--- src/rtl/conv2_pool_2_pkg.sv ---
`default_nettype none
// ============================================================================
// Module      : conv2_pool_2_pkg
// Description : Shared constants for the conv2 post-processing stages:
//               default sample/result widths, map size and the per-channel
//               bias values applied before ReLU.
// Revision    : 1.0 - initial release
// ============================================================================
package conv2_pool_2_pkg;

    localparam int c_conv2_in_w  = 14;   // signed conv2 MAC output width
    localparam int c_conv2_out_w = 12;   // unsigned pooled result width
    localparam int c_conv2_map_w = 8;    // conv2 map is 8x8

    // Per-output-channel bias, signed, same width as the conv sample.
    localparam logic signed [c_conv2_in_w-1:0] c_conv2_bias_ch0 = 14'sd0;
    localparam logic signed [c_conv2_in_w-1:0] c_conv2_bias_ch1 = 14'sd0;
    localparam logic signed [c_conv2_in_w-1:0] c_conv2_bias_ch2 = 14'sd0;
    localparam logic signed [c_conv2_in_w-1:0] c_conv2_bias_ch3 = 14'sd0;

endpackage
`default_nettype wire

--- src/rtl/conv2_pool_2_if.sv ---
`default_nettype none
// ============================================================================
// Module      : conv2_pool_2_if
// Description : Streaming interface of the conv2 pool stage.
//               valid_in   - data_in carries a map sample this cycle
//               data_in    - signed conv2 sample, raster order
//               data_out   - pooled result (holds between strobes)
//               valid_out  - one-cycle strobe, data_out valid
//               frame_done - strobe coincident with the last result of a map
//               Modport slave is the pool stage, master is its environment.
// Revision    : 1.0 - initial release
// ============================================================================
interface conv2_pool_2_if
    import conv2_pool_2_pkg::*;
#(
    parameter int IN_W  = c_conv2_in_w,
    parameter int OUT_W = c_conv2_out_w
) ();

    logic                    valid_in;
    logic signed [IN_W-1:0]  data_in;
    logic [OUT_W-1:0]        data_out;
    logic                    valid_out;
    logic                    frame_done;

    modport master (
        output valid_in,
        output data_in,
        input  data_out,
        input  valid_out,
        input  frame_done
    );

    modport slave (
        input  valid_in,
        input  data_in,
        output data_out,
        output valid_out,
        output frame_done
    );

endinterface
`default_nettype wire

--- src/rtl/conv2_pool_2_bias_relu.sv ---
`default_nettype none
// ============================================================================
// Module      : conv2_pool_2_bias_relu
// Description : Combinational bias add, ReLU and output range reduction.
//               Ports: data_in  - signed IN_W conv sample
//                      data_out - unsigned OUT_W activation
//               Build macro CONV2_POOL_SAT_EN: when defined, positive values
//               above 2^OUT_W-1 clamp to 2^OUT_W-1; otherwise they keep only
//               their low OUT_W bits (wrap).
// Revision    : 1.0 - initial release
// ============================================================================
module conv2_pool_2_bias_relu
    import conv2_pool_2_pkg::*;
#(
    parameter int                      IN_W  = c_conv2_in_w,
    parameter int                      OUT_W = c_conv2_out_w,
    parameter logic signed [IN_W-1:0]  BIAS  = c_conv2_bias_ch2
) (
    input  wire logic signed [IN_W-1:0] data_in,
    output logic [OUT_W-1:0]            data_out
);

    // One extra bit of headroom: the sum of two IN_W signed values cannot
    // overflow IN_W+1 bits.
    logic signed [IN_W:0] w_sum;

    assign w_sum = {data_in[IN_W-1], data_in} + {BIAS[IN_W-1], BIAS};

`ifdef CONV2_POOL_SAT_EN
    always_comb begin
        data_out = '0;
        if (w_sum[IN_W]) begin
            data_out = '0;
        end else if (w_sum[IN_W-1:OUT_W] != '0) begin
            data_out = '1;
        end else begin
            data_out = w_sum[OUT_W-1:0];
        end
    end
`else
    // Upper bits are intentionally discarded in the wrapping build.
    logic w_unused_hi;
    assign w_unused_hi = ^w_sum[IN_W-1:OUT_W];

    always_comb begin
        data_out = '0;
        if (!w_sum[IN_W]) begin
            data_out = w_sum[OUT_W-1:0];
        end
    end
`endif

endmodule
`default_nettype wire

--- src/rtl/conv2_pool_2.sv ---
`default_nettype none
// ============================================================================
// Module      : conv2_pool_2
// Description : conv2 output-channel-2 post-processing: bias + ReLU +
//               saturation/wrap, then streaming 2x2 stride-2 max-pool of an
//               MAP_W x MAP_W raster map into (MAP_W/2)^2 results.
//               Ports: clk  - clock, rising edge
//                      rst  - synchronous active-low reset
//                      bus  - conv2_pool_2_if.slave (valid_in, data_in,
//                             data_out, valid_out, frame_done)
//               Build macro CONV2_POOL_SAT_EN selects clamping instead of
//               wrapping for activations above 2^OUT_W-1.
// Revision    : 1.0 - initial release
// ============================================================================
module conv2_pool_2
    import conv2_pool_2_pkg::*;
#(
    parameter int                      IN_W  = c_conv2_in_w,
    parameter int                      OUT_W = c_conv2_out_w,
    parameter int                      MAP_W = c_conv2_map_w,
    parameter logic signed [IN_W-1:0]  BIAS  = c_conv2_bias_ch2
) (
    input  wire logic        clk,
    input  wire logic        rst,
    conv2_pool_2_if.slave    bus
);

    localparam int                c_cw   = $clog2(MAP_W);
    localparam int                c_lb_n = MAP_W / 2;
    localparam logic [c_cw-1:0]   c_last = c_cw'(MAP_W - 1);

    logic [c_cw-1:0]   r_col;
    logic [c_cw-1:0]   r_row;
    logic [OUT_W-1:0]  r_hold;
    logic [OUT_W-1:0]  r_lb [c_lb_n];
    logic [OUT_W-1:0]  r_data_out;
    logic              r_valid_out;
    logic              r_frame_done;

    logic [OUT_W-1:0]  w_act;
    logic [OUT_W-1:0]  w_pair;
    logic [OUT_W-1:0]  w_pool;
    logic [c_cw-2:0]   w_lb_idx;

    conv2_pool_2_bias_relu #(
        .IN_W  (IN_W),
        .OUT_W (OUT_W),
        .BIAS  (BIAS)
    ) u_bias_relu (
        .data_in  (bus.data_in),
        .data_out (w_act)
    );

    // Each line-buffer slot covers one horizontal pair of columns.
    assign w_lb_idx = r_col[c_cw-1:1];
    // Horizontal max of the current pair (meaningful on odd columns).
    assign w_pair   = (r_hold > w_act) ? r_hold : w_act;
    // Vertical max against the pair stored from the even row above.
    assign w_pool   = (r_lb[w_lb_idx] > w_pair) ? r_lb[w_lb_idx] : w_pair;

    always_ff @(posedge clk) begin
        if (!rst) begin
            r_col        <= '0;
            r_row        <= '0;
            r_hold       <= '0;
            r_data_out   <= '0;
            r_valid_out  <= 1'b0;
            r_frame_done <= 1'b0;
            for (int i = 0; i < c_lb_n; i++) begin
                r_lb[i] <= '0;
            end
        end else begin
            // Strobes default low; only an emitting sample raises them.
            r_valid_out  <= 1'b0;
            r_frame_done <= 1'b0;

            if (bus.valid_in) begin
                if (r_col == c_last) begin
                    r_col <= '0;
                    r_row <= (r_row == c_last) ? '0 : r_row + 1'b1;
                end else begin
                    r_col <= r_col + 1'b1;
                end

                if (!r_col[0]) begin
                    r_hold <= w_act;
                end else if (!r_row[0]) begin
                    r_lb[w_lb_idx] <= w_pair;
                end else begin
                    r_data_out   <= w_pool;
                    r_valid_out  <= 1'b1;
                    r_frame_done <= (r_row == c_last) && (r_col == c_last);
                end
            end
        end
    end

    assign bus.data_out   = r_data_out;
    assign bus.valid_out  = r_valid_out;
    assign bus.frame_done = r_frame_done;

endmodule
`default_nettype wire

--- src/flat_wrapper.sv ---
// flat-port wrapper written by rule: the top's interface ports become plain ports
module conv2_pool_2_flat import conv2_pool_2_pkg::*;
#(
    parameter int                      IN_W  = c_conv2_in_w,
    parameter int                      OUT_W = c_conv2_out_w,
    parameter int                      MAP_W = c_conv2_map_w,
    parameter logic signed [IN_W-1:0]  BIAS  = c_conv2_bias_ch2
)
  (clk, rst, bus_valid_in, bus_data_in, bus_data_out, bus_valid_out, bus_frame_done);
  conv2_pool_2_if #(.IN_W(IN_W), .OUT_W(OUT_W)) bus_i ();
  input  wire logic clk;
  input  wire logic rst;
  input wire logic [$bits(bus_i.valid_in)-1:0] bus_valid_in;
  input wire logic [$bits(bus_i.data_in)-1:0] bus_data_in;
  output wire logic [$bits(bus_i.data_out)-1:0] bus_data_out;
  output wire logic [$bits(bus_i.valid_out)-1:0] bus_valid_out;
  output wire logic [$bits(bus_i.frame_done)-1:0] bus_frame_done;
  assign bus_i.valid_in = bus_valid_in;
  assign bus_i.data_in = bus_data_in;
  assign bus_data_out = bus_i.data_out;
  assign bus_valid_out = bus_i.valid_out;
  assign bus_frame_done = bus_i.frame_done;
  conv2_pool_2 #(.IN_W(IN_W), .OUT_W(OUT_W), .MAP_W(MAP_W), .BIAS(BIAS)) u_core (.clk(clk), .rst(rst), .bus(bus_i));
endmodule
--- config.mk ---
export PLATFORM = sky130hd
export DESIGN_NAME = conv2_pool_2_flat
export DESIGN_NICKNAME = d
export VERILOG_FILES = /design/src/rtl/conv2_pool_2_pkg.sv /design/src/rtl/conv2_pool_2_if.sv /design/src/rtl/conv2_pool_2_bias_relu.sv /design/src/rtl/conv2_pool_2.sv /design/src/flat_wrapper.sv
export SDC_FILE = /design/constraint.sdc
export NUM_CORES = 1
export LEC_CHECK = 0
export BUFFER_PORTS_ARGS = -buffer_cell sky130_fd_sc_hd__clkbuf_2
export CAP_MARGIN = 20
export CORE_ASPECT_RATIO = 0.5
export CORE_MARGIN = 1
export CORE_UTILIZATION = 27
export CTS_CLUSTER_DIAMETER = 30
export CTS_CLUSTER_SIZE = 16
export DETAILED_ROUTE_END_ITERATION = 8
export SLEW_MARGIN = 30
export SYNTH_ARGS = -nofsm -noshare
export SYNTH_HDL_FRONTEND = slang
export SYNTH_SLANG_ARGS = --single-unit
--- constraint.sdc ---
create_clock -name clk -period 5 [get_ports clk]
set_input_delay 0.25 -clock clk [delete_from_list [all_inputs] [get_ports clk]]
set_output_delay 0.25 -clock clk [all_outputs]
set_load 0.01 [all_outputs]
==> reports/summary.txt <==
Placer Congestion - 0.7468
Setup TNS - 0 ns
Syn-to-layout area delta - 16.25%
hold_ws - 0.2934 ns
outcome - completed
HP Class - in -> reg
first-pass GRT wire length - 15.34 mm
via count - 2855
all-layer global routing usage - 12.54%
CP most frequent cell - buf_4
DR pass1 iterations - 4
post-synthesis cell count - 376
CTS Buf Count - 9
clock sinks - 82
post-route insts no fill - 614
Worst-Skew Late Latency - 0.33 ns
Slowest cell on crit path - ha_1
Fin Clk Skew - 0.006706 ns
Cell Area, Synth - 0.004212 sq mm
DRT Wirelength - 9.518 mm
GRT overflow - 0
RSZ-0062 raised after global routing - false
Site Rows - 31
Rel. slew slack - 40.60%
EDFF count, synth - 48
MaxCap Viol Count - 0
Final Cycle Share - 78.11%
fin. max-slew vios - 0
final setup violation count - 0
required time worst endpoint - 5.20 ns
Root Buffer - clkbuf_16
post-synthesis sequential area ratio - 50.39%
CP Max Fanout - 12
post-layout net count - 456
Synth Net Count - 421
WL/cell - 15.50 microns
Routed Antenna Nets - 0
Via-to-Cell Ratio - 4.650
CTS tree - yes
Worst path max stage delay - 0.33 ns
I/O pins - 31
Fin. Hold Viols - 0
Cell Area, Placed - 0.004591 sq mm
crit path cell chain - clkbuf_2 -> nor2b_1 -> inv_1 -> ha_1 -> nand4_1 -> a211o_1 -> a31oi_4 -> buf_4 -> mux2i_2 -> buf_4 -> ha_1 -> a21oi_1 -> nor2b_1 -> o21ai_0 -> nand2_1 -> o41ai_4 -> buf_4 -> o221ai_2
Synth cell types - 38
crit start category - input port
clock-pin slew on the worst setup and hold paths - 0.06 ns
initial antenna violation count - 0
largest net degree at the start of global routing - 19
initial drt markers - 141
vias in the first global route - 2997
worst slew pin tran - 0.8877 ns
post-layout util - 32.96%
placeable core region - 0.01486 sq mm
hold buffer count at CTS - 0
Post-CTS Setup Bufs - 0
Pwr Density - 333.1 mW/mm^2
# diodes - 0
cts repair resizes - 0
clk buf depth - 2
die area - 0.01613 sq mm
Avg Inst Size Synth - 11.20 sq um
Crit. End Element - flop
Die W - 178.6 microns
CTS H-Tree Depth - 3
min Tclk post-route - 3.906 ns
YS warnings - 0
Leak - 1.842 nW
placed cells - 598
fmax - 256.0 MHz
Max VDD drop - 0.2111 mV
# port buffers - 29
ys async rst share - 0%
initial core utilization - 28.35%
commonest register cell after synthesis - edfxtp_1
post-route cell area - 0.004896 sq mm
CP Class - in -> reg
die height - 90.32 microns
layout cells sized above 1 - 22.36%
DR DRC count - 0
Seq cells post-synth - 82
Worst Path Arrival - 4.11 ns
Detail Placement HPWL - 6.805 mm
-- cell families after synthesis --
logic type	Yosys count	synth area share [%]
AO/OA/AOI/OAI	48	10.19
adder cells (fa/ha/maj)	28	8.319
AND/OR/NAND/NOR	157	16.34
buffers and inverters	36	4.159
multiplexers	25	10.61
flip-flops	82	50.39
-- power by group --
group          leakage [nW]  internal (W)  switching (W)
sequential            0.770      0.000735      0.0000135
combinational         0.918     0.0000865       0.000129
clock                 0.153      0.000411       0.000255
total                  1.84       0.00123       0.000398
-- critical path: cells and delay by family --
family                   cells  cell delay [ns]
AND/OR/NAND/NOR              4             0.62
adder cells (fa/ha/maj)      2             0.58
buffers and inverters        5             1.05
AO/OA/AOI/OAI                6             1.35
multiplexers                 1             0.24
-- cell usage after synthesis (2+ instances only) --
| cell | n | area, sq um |
|---|---|---|
| o21ai_0 | 3 | 15.01 |
| buf_6 | 2 | 22.52 |
| nor2b_1 | 7 | 43.79 |
| mux2i_2 | 9 | 123.9 |
| edfxtp_1 | 48 | 1441 |
| nand4_1 | 7 | 43.79 |
| or3_1 | 2 | 12.51 |
| and2b_1 | 9 | 67.56 |
| a21oi_1 | 25 | 125.1 |
| inv_1 | 18 | 67.56 |
| nor3_1 | 3 | 15.01 |
| dfxtp_1 | 34 | 680.7 |
| ha_1 | 28 | 350.3 |
| buf_4 | 2 | 15.01 |
| nand2_1 | 62 | 232.7 |
| nor2_1 | 57 | 214.0 |
| clkbuf_1 | 9 | 33.78 |
| mux2i_1 | 3 | 30.03 |
| nand3_1 | 5 | 25.02 |
| buf_1 | 2 | 7.510 |
| o221ai_2 | 12 | 180.2 |
| nand2b_1 | 2 | 12.51 |
| mux4_2 | 12 | 270.3 |
-- path summary, 6_finish.rpt --
check	startpoint	end	slack [ns]	cells after the start
max	bus_data_in[13]	u_core.bus.data_out[4]	1.09	18
min reg2reg	u_core.r_row[1]	u_core.r_row[1]	0.46	2
max reg2reg	u_core.r_hold[10]	u_core.bus.data_out[4]	1.23	15
min	bus_data_in[7]	u_core.r_hold[7]	0.29	4
-- state kept, by name (all words and copies together), names as in the netlist, named ones only --
name                   count
u_core.bus.data_out       12
u_core.bus.frame_done      1
u_core.bus.valid_out       1
u_core.r_col               3
u_core.r_hold             12
u_core.r_lb               48
u_core.r_row               3
-- cells in the final DEF (no fill, tap or decap), drive strengths merged --
cell    count
clkbuf     40
o32a        1
nand4       7
nor2b       7
nand3       5
inv        18
ha         28
and3        1
dfxtp      34
nor2       57
nand2b      2
o211ai      1
nand4b      1
and2        1
bufinv      1
and2b       9
o21a        1
nor3        3
mux2i      13
o221ai     12
or3         2
a21oi      25
clkinv      5
edfxtp     48
buf        12
o21ai       3
a211o       1
a21o        1
mux4       12
nand2      62
o41ai       1
a31oi       2
-- final cells by class --
cell class	instances	area, sq um
fillers	1474	9960
flip-flops and latches	82	2122
multi-input cells	258	1914
clock buffers	11	252.7
well taps	198	247.7
repair buffers	41	235.2
inverters	19	71.32
clock inverters	5	52.55
-- stage by stage --
stage	setup slack, ns	total power, W
after floorplan	1.170	0.0009213
after global placement	0.8235	0.0009762
after detailed placement	0.7272	0.0009814
after CTS	1.073	0.001646
after global routing	0.8026	0.001696
final	1.094	0.001631
-- layer usage --
metal | part of all wire (%) | GRT usage [%] | routed length, microns | up-vias
met5 | 0 | 0 | 0 | -
met1 | 47 | 15.73 | 4447 | 1392
met3 | 4.8 | 3.367 | 460 | 2
li1 | - | - | - | 1407
met2 | 48 | 21.41 | 4568 | 54
met4 | 0.43 | 2.825 | 41 | 0
(Power assumes the default switching activity.)
